**config.mk**
```make
export PLATFORM = sky130hd
export DESIGN_NAME = conversao_bin_bcd
export DESIGN_NICKNAME = d
export VERILOG_FILES = /design/src/rtl/conversao_bin_bcd.sv
export SDC_FILE = /design/constraint.sdc
export NUM_CORES = 1
export LEC_CHECK = 0
export ABC_AREA = 1
export ABC_CLOCK_PERIOD_IN_PS = 1600
export CAP_MARGIN = 10
export CELL_PAD_IN_SITES_DETAIL_PLACEMENT = 1
export CELL_PAD_IN_SITES_GLOBAL_PLACEMENT = 1
export CORE_ASPECT_RATIO = 0.8
export CORE_MARGIN = 2
export CORE_UTILIZATION = 36
export DETAILED_ROUTE_END_ITERATION = 7
export PLACE_DENSITY = 0.83
export SLEW_MARGIN = 20
export SYNTH_ARGS = -nofsm -noshare
export SYNTH_HDL_FRONTEND = slang
export SYNTH_SLANG_ARGS = --single-unit
```
**constraint.sdc**
```tcl
create_clock -name clk -period 1.6 [get_ports clk]
set_input_delay 0.24 -clock clk [delete_from_list [all_inputs] [get_ports clk]]
set_output_delay 0.24 -clock clk [all_outputs]
set_load 0.05 [all_outputs]
```
**src/rtl/conversao_bin_bcd.sv**
```systemverilog
// Sequential binary-to-BCD converter (double dabble), one input bit per clock.
// Start/busy/done handshake; result saturates to all nines when the input exceeds DIGITS digits.
module conversao_bin_bcd #(
  parameter int BIN_W  = 14,
  parameter int DIGITS = 4
) (
  input  logic                  clk,
  input  logic                  rst,
  input  logic                  start,
  input  logic [BIN_W-1:0]      bin_in,
  output logic                  busy,
  output logic                  done,
  output logic [4*DIGITS-1:0]   bcd_out,
  output logic                  overflow
);

  // state | meaning
  // IDLE  | waiting for start, outputs hold last result
  // CONV  | shifting one input bit per clock into the BCD scratch
  // FIM   | one-cycle done pulse, result valid
  typedef enum logic [1:0] {
    IDLE = 2'd0,
    CONV = 2'd1,
    FIM  = 2'd2
  } state_t;

  localparam int          CNT_W   = $clog2(BIN_W);
  localparam logic [63:0] MAX_BCD = (64'd10 ** DIGITS) - 64'd1;
  localparam int          SW      = 4 * DIGITS;

  state_t             r_state;
  state_t             w_next;
  logic [BIN_W-1:0]   r_sh;
  logic [SW-1:0]      r_scr;
  logic [CNT_W-1:0]   r_cnt;
  logic               r_ovf_int;
  logic               r_busy;
  logic               r_done;
  logic [SW-1:0]      r_bcd;
  logic               r_ovf;
  logic [SW-2:0]      w_adj;
  logic [SW-1:0]      w_scr_sh;
  logic               w_ovf_in;
  logic               w_last;

  assign w_ovf_in = (64'(bin_in) > MAX_BCD);
  assign w_last   = (r_cnt == '0);

  // The top digit's MSB is shifted out and discarded, so only its low 3 bits are adjusted.
  always_comb begin
    w_adj = '0;
    for (int d = 0; d < DIGITS - 1; d++) begin
      w_adj[4*d +: 4] = (r_scr[4*d +: 4] >= 4'd5) ? r_scr[4*d +: 4] + 4'd3 : r_scr[4*d +: 4];
    end
    w_adj[SW-2 -: 3] = (r_scr[SW-1 -: 4] >= 4'd5) ? r_scr[SW-2 -: 3] + 3'd3 : r_scr[SW-2 -: 3];
  end

  assign w_scr_sh = {w_adj, r_sh[BIN_W-1]};

  always_comb begin
    w_next = r_state;
    case (r_state)
      IDLE:    if (start) w_next = CONV;
      CONV:    if (w_last) w_next = FIM;
      FIM:     w_next = IDLE;
      default: w_next = IDLE;
    endcase
  end

  always_ff @(posedge clk or posedge rst) begin
    if (rst) begin
      r_state <= IDLE;
      r_busy  <= 1'b0;
      r_done  <= 1'b0;
    end else begin
      r_state <= w_next;
      r_busy  <= (w_next == CONV);
      r_done  <= (w_next == FIM);
    end
  end

  always_ff @(posedge clk or posedge rst) begin
    if (rst) begin
      r_sh      <= '0;
      r_scr     <= '0;
      r_cnt     <= '0;
      r_ovf_int <= 1'b0;
      r_bcd     <= '0;
      r_ovf     <= 1'b0;
    end else begin
      if (r_state == IDLE && start) begin
        r_sh      <= bin_in;
        r_scr     <= '0;
        r_cnt     <= CNT_W'(BIN_W - 1);
        r_ovf_int <= w_ovf_in;
      end else if (r_state == CONV) begin
        r_sh  <= {r_sh[BIN_W-2:0], 1'b0};
        r_scr <= w_scr_sh;
        r_cnt <= r_cnt - 1'b1;
        if (w_last) begin
          r_bcd <= r_ovf_int ? {DIGITS{4'h9}} : w_scr_sh;
          r_ovf <= r_ovf_int;
        end
      end
    end
  end

  assign busy     = r_busy;
  assign done     = r_done;
  assign bcd_out  = r_bcd;
  assign overflow = r_ovf;

endmodule

```
==> impl_metrics.ini, run 1 <==
[critical_path]
cp.required_ns = 1.81
cpMaxStageDelayCell = dfrtp_1
crit_family = simple AND/OR/NAND/NOR gates
worstPathCellList = inv_1 > ha_1 > inv_1 > nor2_4 > nand2_2 > nor2_4 > nand2_2 > nor2_2 > nor2_1
crit_type = reg2reg
cp_slowest_stage_delay_ns = 0.39
path_buf_inv = 2
start_kind = flip-flop
path_max_fanout = 5
cp.arrival_ns = 1.70
worst_setup_path_end_kind = flip-flop

[timing]
fin_skew_ns = 0.00523
max_slew_margin_pct = 71.5
setup_viol_count_final = 0
tns_ns = 0
hold_viol = 0
period_share_pct = 92.6
slew_viol_final = 0
period_minus_slack_ns = 1.48
fmax_mhz = 675
fin_ws_ns = 0.119
worst_pin_slew_ns = 0.427

[synth]
synth_area_leaders = dfrtp_1, nand2_1, inv_1, nand3_1, o21ai_0
ys_ff_latch = 56
syn-num-nets = 371
synth_top_area_share_pct = 51.5
synthDistinctLibCells = 24
synthFlopType = dfrtp_1
synth_edf_count = 0
syn_inst = 345
syn_area_per_cell_um2 = 7.88
yosysSeqAreaShare_pct = 51.5
synth.cell_area_um2 = 2720
yosys_warnings = 0
synth_top_area_cell = dfrtp_1
synthArstFlopShare_pct = 100

[detailed_routing]
via_count = 2310
antenna_left = 0
routed_via_density = 4.86
drt_wl_total_um = 6780
route.detailed.drc = 0
drt_iter0_markers = 112
drt-pass1-iter-count = 4
wire_per_inst_um = 14.3

[global_route]
grt_pass1_wl_um = 11500
grt_pass1_vias = 2331
grt_max_degree = 57
grt.total_usage_pct = 18.0
grt_antenna_before_repair = 0
gr-total-overflow = 0

[finish]
area_growth_syn_to_layout_pct = 19.5
layout_common_cells = nand2_1, dfrtp_1, inv_1, nand3_1, buf_4
layout.nets = 411
final_common_cell = nand2_1
fillers = 915
fin_util_pct = 44.2
multiInputGateArea_um2 = 1110
fin_area_um2 = 3250
antenna_cells = 0
seqCellArea_um2 = 1400
drive_gt1_share_pct = 12.5

[floorplanning]
initial_core_util_pct = 37.0
fp.dieH_um = 81.7
rows = 28
die_w_um = 101
dieArea_um2 = 8270
core_um2 = 7360
pin_count = 36

[cts]
cts_sinks = 56
tritoncts = done
h-tree-depth = 2
hold_buffers = 0
cts_setup_buffers = 0
cts_buffers = 5
cts_max_path_buffers = 2
clk_latency_ns = 0.31
cts.repair.resized = 0
path_clk_slew_ns = 0.10
cts_root_buffer = clkbuf_8

[place]
place_hpwl_um = 4960
place_ws_ns = 0.0482
gp_congestion = 0.847
place_area_um2 = 3150
io_buffers = 35

[pwr]
powerDensity_nw_per_um2 = 2210
vdd_drop_max_v = 0.000773
p_total_mw = 7.17
p_leak_nw = 1.72

[min_path]
hp-class = in2async

[flow_run]
maxCapViolCount = 0

[run_status]
status = finished clean
## Yosys cell counts, types with 3 or more instances
cell type  number
o21ai_0        25
dfrtp_1        56
inv_2           3
a21oi_1         4
nor2_1         19
buf_2           5
ha_1            9
nand2_1       134
nand3_1        26
inv_1          41
nand4_1         4
## path summary, 6_finish.rpt
| kind | start | endpoint | slack [ns] | cells after the start |
|---|---|---|---|---|
| max | r_cnt[0] | bcd_out[8] | 0.12 | 9 |
| min | rst | r_scr[3] | 0.35 | 3 |
| max reg2reg | r_cnt[0] | bcd_out[8] | 0.12 | 9 |
| min reg2reg | bcd_out[15] | bcd_out[15] | 0.49 | 2 |
| max in group asynchronous | rst | r_sh[5] | 1.01 | 3 |
| min in group clk | bin_in[0] | r_sh[0] | 0.48 | 3 |
## power breakdown
group,switching [mW],leakage (nW),internal (mW)
clock network,0.459,0.0410,0.300
registers,0.464,0.692,2.08
logic,2.65,0.986,1.22
## stage by stage
stage          hold slack (ns)  std cells
2_1_floorplan            0.320        345
3_3_place_gp             0.459        468
3_5_place_dp             0.468        468
4_1_cts                  0.354        475
5_1_grt                  0.354        475
6_report                 0.347        475
## layer usage
metal  vias to the layer above  share of wire [%]  GRT usage (%)
li1                       1148                  -              -
met1                      1114                 48           23.8
met2                        36                 48           29.9
met3                        12                2.9           3.32
met4                         0                1.6           5.95
met5                         -                  0              0
## flip-flops by register name (all words and copies together), names as in the netlist
signal and flops:
bcd_out 16, busy 1, done 1, overflow 1, r_cnt 4, r_ovf_int 1, r_scr 16, r_sh 14
r_state 2
## layout make-up
type	count	share of cell area, %
clock buffer	6	2.23
clock inverter	1	0.154
tap	90	3.46
multi-input combinational	235	34.3
sequential	56	43.1
timing repair buffer	42	11.3
inverter	45	5.47
## cells by family after synthesis
kind of cell               synth area share (%)
DFF                                        51.5
and+or+nand+nor                            29.0
adders and majority gates                  4.14
AOI/OAI and AO/OA                          7.08
buffers and inverters                      8.28
## worst register-to-register path: cells and delay by family, from the launching register on
| family | cells | cell delay [ns] |
|---|---|---|
| and+or+nand+nor | 6 | 0.68 |
| DFF | 1 | 0.39 |
| buffers and inverters | 2 | 0.16 |
| adders and majority gates | 1 | 0.15 |
Note: power is estimated with default switching activity, not from simulation.
==> run 2, diff against run 1 <==
--- a/config.mk
+++ b/config.mk
@@ -11,7 +11,7 @@
 export CELL_PAD_IN_SITES_DETAIL_PLACEMENT = 1
 export CELL_PAD_IN_SITES_GLOBAL_PLACEMENT = 1
 export CORE_ASPECT_RATIO = 0.8
-export CORE_MARGIN = 2
+export CORE_MARGIN = 1.5
 export CORE_UTILIZATION = 36
 export DETAILED_ROUTE_END_ITERATION = 7
 export PLACE_DENSITY = 0.83
==> run 2 against run 1 <==
Net effect: combinational power about the same; clock-buffer cell count shrank 1; largest power group unchanged; register-to-register slack barely moved; sequential power hardly changed; worst hold slack better by 0.0012 ns; total power is 2.4% higher; via count up 1.8%.
==> impl_metrics.ini, run 2 (same netlist as run 1, synthesis figures left out) <==
[run_status]
status = finished clean

[pwr]
powerDensity_nw_per_um2 = 2240
p_sw_share_pct = 48.8
p_total_mw = 7.34
pwr-share-clk_pct = 12.3
p_switching_mw = 3.58
seqPwrFrac_pct = 34.6
vdd_drop_max_v = 0.000907
p_comb_share_pct = 53.1
p_leak_nw = 1.74
internal_power_mw = 3.76

[critical_path]
path_buf_inv = 2
worstRegToRegCells = 9
cp.required_ns = 1.80
cp.arrival_ns = 1.67
start_kind = flip-flop
worstPathCellList = inv_1 > ha_1 > inv_1 > nor2_4 > nand2_2 > nor2_4 > nand2_4 > nor2_2 > nor2_1
rrSetupSlack_ns = 0.13
rr_startpoint = r_cnt[0]
crit_family = simple AND/OR/NAND/NOR gates
timing.rr.end = bcd_out[4]
worst_setup_path_end_kind = flip-flop
cpMaxStageDelayCell = dfrtp_1
path_max_fanout = 5
cp_slowest_stage_delay_ns = 0.39
crit_type = reg2reg

[floorplanning]
initial_core_util_pct = 37.0
core_um2 = 7360
rows = 28
fp.dieH_um = 80.7
pin_count = 36
dieArea_um2 = 8090
die_w_um = 100

[place]
io_buffers = 35
gp_congestion = 0.868
place_hpwl_um = 4810
place_ws_ns = 0.0706
place_area_um2 = 3150
place_inst = 468

[timing]
max_slew_margin_pct = 72.5
tns_ns = 0
hold_viol = 0
setup_viol_count_final = 0
fin_skew_ns = 0.0200
slew_viol_final = 0
worst_pin_slew_ns = 0.412
fmax_mhz = 678
period_share_pct = 92.2
rsz0062_at_grt = true
fin_ws_ns = 0.125
period_minus_slack_ns = 1.47
hold_slack_ns = 0.348

[detailed_routing]
drt_iter0_markers = 99
routed_via_density = 4.96
antenna_left = 0
route.detailed.drc = 0
drt_wl_total_um = 6690
via_count = 2351
drt-pass1-iter-count = 4
wire_per_inst_um = 14.1

[cts]
h-tree-depth = 2
cts_root_buffer = clkbuf_8
cts_setup_buffers = 0
cts_sinks = 56
clk_latency_ns = 0.31
tritoncts = done
cts_buffers = 5
cts_max_path_buffers = 2
hold_buffers = 0
path_clk_slew_ns = 0.11
cts.repair.resized = 1

[global_route]
gr-total-overflow = 0
grt_antenna_before_repair = 0
grt_pass1_wl_um = 11400
grt.total_usage_pct = 18.0
grt_max_degree = 57
grt_pass1_vias = 2359

[finish]
antenna_cells = 0
area_growth_syn_to_layout_pct = 20.7
fin_area_um2 = 3280
drive_gt1_share_pct = 12.5
layout_common_cells = nand2_1, dfrtp_1, inv_1, nand3_1, buf_4
layout.nets = 411
fin_util_pct = 44.6
instances_no_fill = 474
final_common_cell = nand2_1

[flow_run]
maxCapViolCount = 0

[min_path]
hp-class = in2async
run 2: final cells by class:
type	instances	area [um^2]
Tap cell	90	113
Sequential cell	56	1400
Timing Repair Buffer	42	372
Multi-Input combinational cell	235	1120
Fill cell	921	4080
Inverter	45	178
Clock inverter	1	30.0
Clock buffer	5	68.8
run 2: metal layers:
metal  part of all wire (%)  vias to the layer above  global-route usage, %
met5                      0                        -                      0
met4                    1.3                        0                   4.65
met1                     47                     1134                   24.3
met2                     48                       58                   30.3
met3                    4.2                        9                   3.01
li1                       -                     1150                      -
run 2: power by group through the flow:
stage,Sequential (mW),Clock (mW),Combinational (mW)
2_1_floorplan,3.16,0,2.08
3_3_place_gp,2.53,0,3.65
3_5_place_dp,2.55,0,3.83
4_1_cts,2.54,0.923,3.86
5_1_grt,2.62,0.968,4.38
6_report,2.54,0.900,3.90
run 2: tightest hold or removal path, stage by stage:
cell and delay [ns]:
clkdlybuf4s50_1 0.45, clkinvlp_4 0.10, buf_12 0.28
run 2: how the worst max path moves through the flow:
stage                     cells past startpoint     start  slack (ns)           to
after floorplan                               9  r_cnt[0]        0.30  bcd_out[12]
after detailed placement                      6     start        0.07      r_sh[7]
after CTS                                    10  r_cnt[1]        0.03   bcd_out[6]
final                                         9  r_cnt[0]        0.13   bcd_out[4]
after global routing                         10  r_cnt[0]       -0.02   bcd_out[6]
after global placement                        8  r_scr[4]        0.11   bcd_out[6]
==> run 3, diff against run 2 <==
--- a/config.mk
+++ b/config.mk
@@ -15,6 +15,7 @@
 export CORE_UTILIZATION = 36
 export DETAILED_ROUTE_END_ITERATION = 7
 export PLACE_DENSITY = 0.83
+export SETUP_SLACK_MARGIN = 0.3
 export SLEW_MARGIN = 20
 export SYNTH_ARGS = -nofsm -noshare
 export SYNTH_HDL_FRONTEND = slang
==> run 3 against run 2 <==
Net effect: die area is the same; clock skew shrank 0.011 ns; critical path depth grew 1; combinational power grew 54%; largest power group unchanged; highest routed layer unchanged.
==> impl_metrics.ini, run 3 (same netlist as run 1, synthesis figures left out) <==
[finish]
layout_common_cells = nand2_1, dfrtp_1, buf_4, nand2_2, inv_1
drive_gt1_share_pct = 37.3
seqCellArea_um2 = 1400
layout.nets = 442
final_common_cell = nand2_1
antenna_cells = 0
multiInputGateArea_um2 = 1490
area_growth_syn_to_layout_pct = 47.8
fillers = 858

[critical_path]
start_kind = flip-flop
cp.arrival_ns = 1.72
worst_setup_path_end_kind = flip-flop
cpMaxStageDelayCell = dfrtp_1
crit_type = reg2reg
path_max_fanout = 8
cp.required_ns = 1.84
worstPathCellList = inv_2 > ha_4 > inv_2 > nor2_4 > nand2_2 > nor2_4 > nand2_4 > clkinv_8 > nand2_2 > nand2_1
cp_slowest_stage_delay_ns = 0.40

[min_path]
hp-class = in2async

[cts]
cts_buffers = 5
tritoncts = done
cts_max_path_buffers = 2
clk_latency_ns = 0.31
cts_root_buffer = clkbuf_8
path_clk_slew_ns = 0.11
cts_sinks = 56
h-tree-depth = 2

[global_route]
gr-total-overflow = 0
grt_use_met1_pct = 25.7
grt_max_degree = 24
grt_pass1_wl_um = 12800
grt_antenna_before_repair = 0
grt.met2_usage_pct = 36.4
grt_pass1_vias = 2674
top_usage_layer = met2
grt.total_usage_pct = 20.2
use_met3_pct = 2.84

[floorplanning]
pin_count = 36
dieArea_um2 = 8090
initial_core_util_pct = 37.0
rows = 28
fp.dieH_um = 80.7
die_w_um = 100
core_um2 = 7360

[timing]
fin_ws_ns = 0.118
worst_pin_slew_ns = 0.529
setup_viol_count_final = 0
fin_skew_ns = 0.00932
fmax_mhz = 675
rsz0062_at_grt = true
hold_viol = 0
slew_viol_final = 0
tns_ns = 0
max_slew_margin_pct = 64.7
period_minus_slack_ns = 1.48
period_share_pct = 92.6

[place]
gp_congestion = 0.846
place_hpwl_um = 4910
place_ws_ns = 0.0475
io_buffers = 35

[pwr]
p_leak_nw = 2.02
vdd_drop_max_v = 0.000741
powerDensity_nw_per_um2 = 2410

[detailed_routing]
via_count = 2598
routed_via_density = 5.13
wire_per_inst_um = 17.9
drt-pass1-iter-count = 5
route.detailed.drc = 0
drt_iter0_markers = 97
drt_wl_total_um = 9080
antenna_left = 0

[run_status]
status = finished clean

[flow_run]
maxCapViolCount = 0
==> run 3: changes by cell type in the layout (fill, tap and decap cells not counted), sizes merged <==
cell / before / now
inv: 43 / 42
clkinvlp: 1 / 2
buf: 26 / 56
bufinv: 1 / 2
clkbuf: 5 / 6
==> run 3: layout make-up <==
cell class | instances | share of cell area, %
clock buffer | 5 | 1.71
clock inverter | 2 | 1.49
inverter | 45 | 4.82
multi-input combinational | 235 | 37.1
sequential | 56 | 34.8
tap | 90 | 2.80
timing repair buffer | 73 | 17.3
==> run 3: critical path, delay by kind of cell, from the launching register on <==
kind,cells,cell delay [ns]
AND/OR/NAND/NOR,6,0.62
flip-flops,1,0.40
adder cells (fa/ha/maj),1,0.13
buffers and inverters,3,0.24
==> run 3: metal layers <==
layer | part of all wire [%] | vias to the layer above
met1 | 40 | 1297
li1 | - | 1215
met4 | 1.9 | 0
met5 | 0 | -
met3 | 3.9 | 17
met2 | 54 | 69
==> run 3: worst paths after layout <==
| check | from | end | slack (ns) | cells after the start |
|---|---|---|---|---|
| setup / recovery | r_cnt[0] | bcd_out[13] | 0.12 | 10 |
| hold / removal | rst | bcd_out[2] | 0.31 | 2 |
| setup reg to reg | r_cnt[0] | bcd_out[13] | 0.12 | 10 |
| hold reg to reg | bcd_out[6] | bcd_out[6] | 0.49 | 2 |
| max in group asynchronous | rst | r_sh[5] | 0.81 | 3 |
| min in group clk | bin_in[0] | r_sh[0] | 0.48 | 3 |
==> run 3: repair_timing <==
item | 4_1_cts | 5_1_grt
gates cloned | 0 | 1
setup endpoints to repair | 45 | 53
pin swaps | 12 | 24
setup buffers | 21 | 7
gates resized for setup | 61 | 78
hold buffers | 0 | 0
==> run 3: stage by stage <==
stage          utilization [%]  std cells  power (mW)  hold slack [ns]  cell area [um^2]
5_1_grt                   54.7        506        10.3            0.334              4020
3_3_place_gp              43.4        470        6.22            0.464              3190
2_1_floorplan                -        345        5.24            0.320              2720
4_1_cts                   49.7        498        8.41            0.321              3660
3_5_place_dp              43.4        470        6.43            0.468              3190
6_report                  54.7        506        9.70            0.309              4020
==> run 3: power by group <==
| group | internal [mW] | switching, mW |
|---|---|---|
| Sequential | 2.08 | 0.541 |
| Combinational | 2.26 | 3.74 |
| Clock | 0.617 | 0.464 |
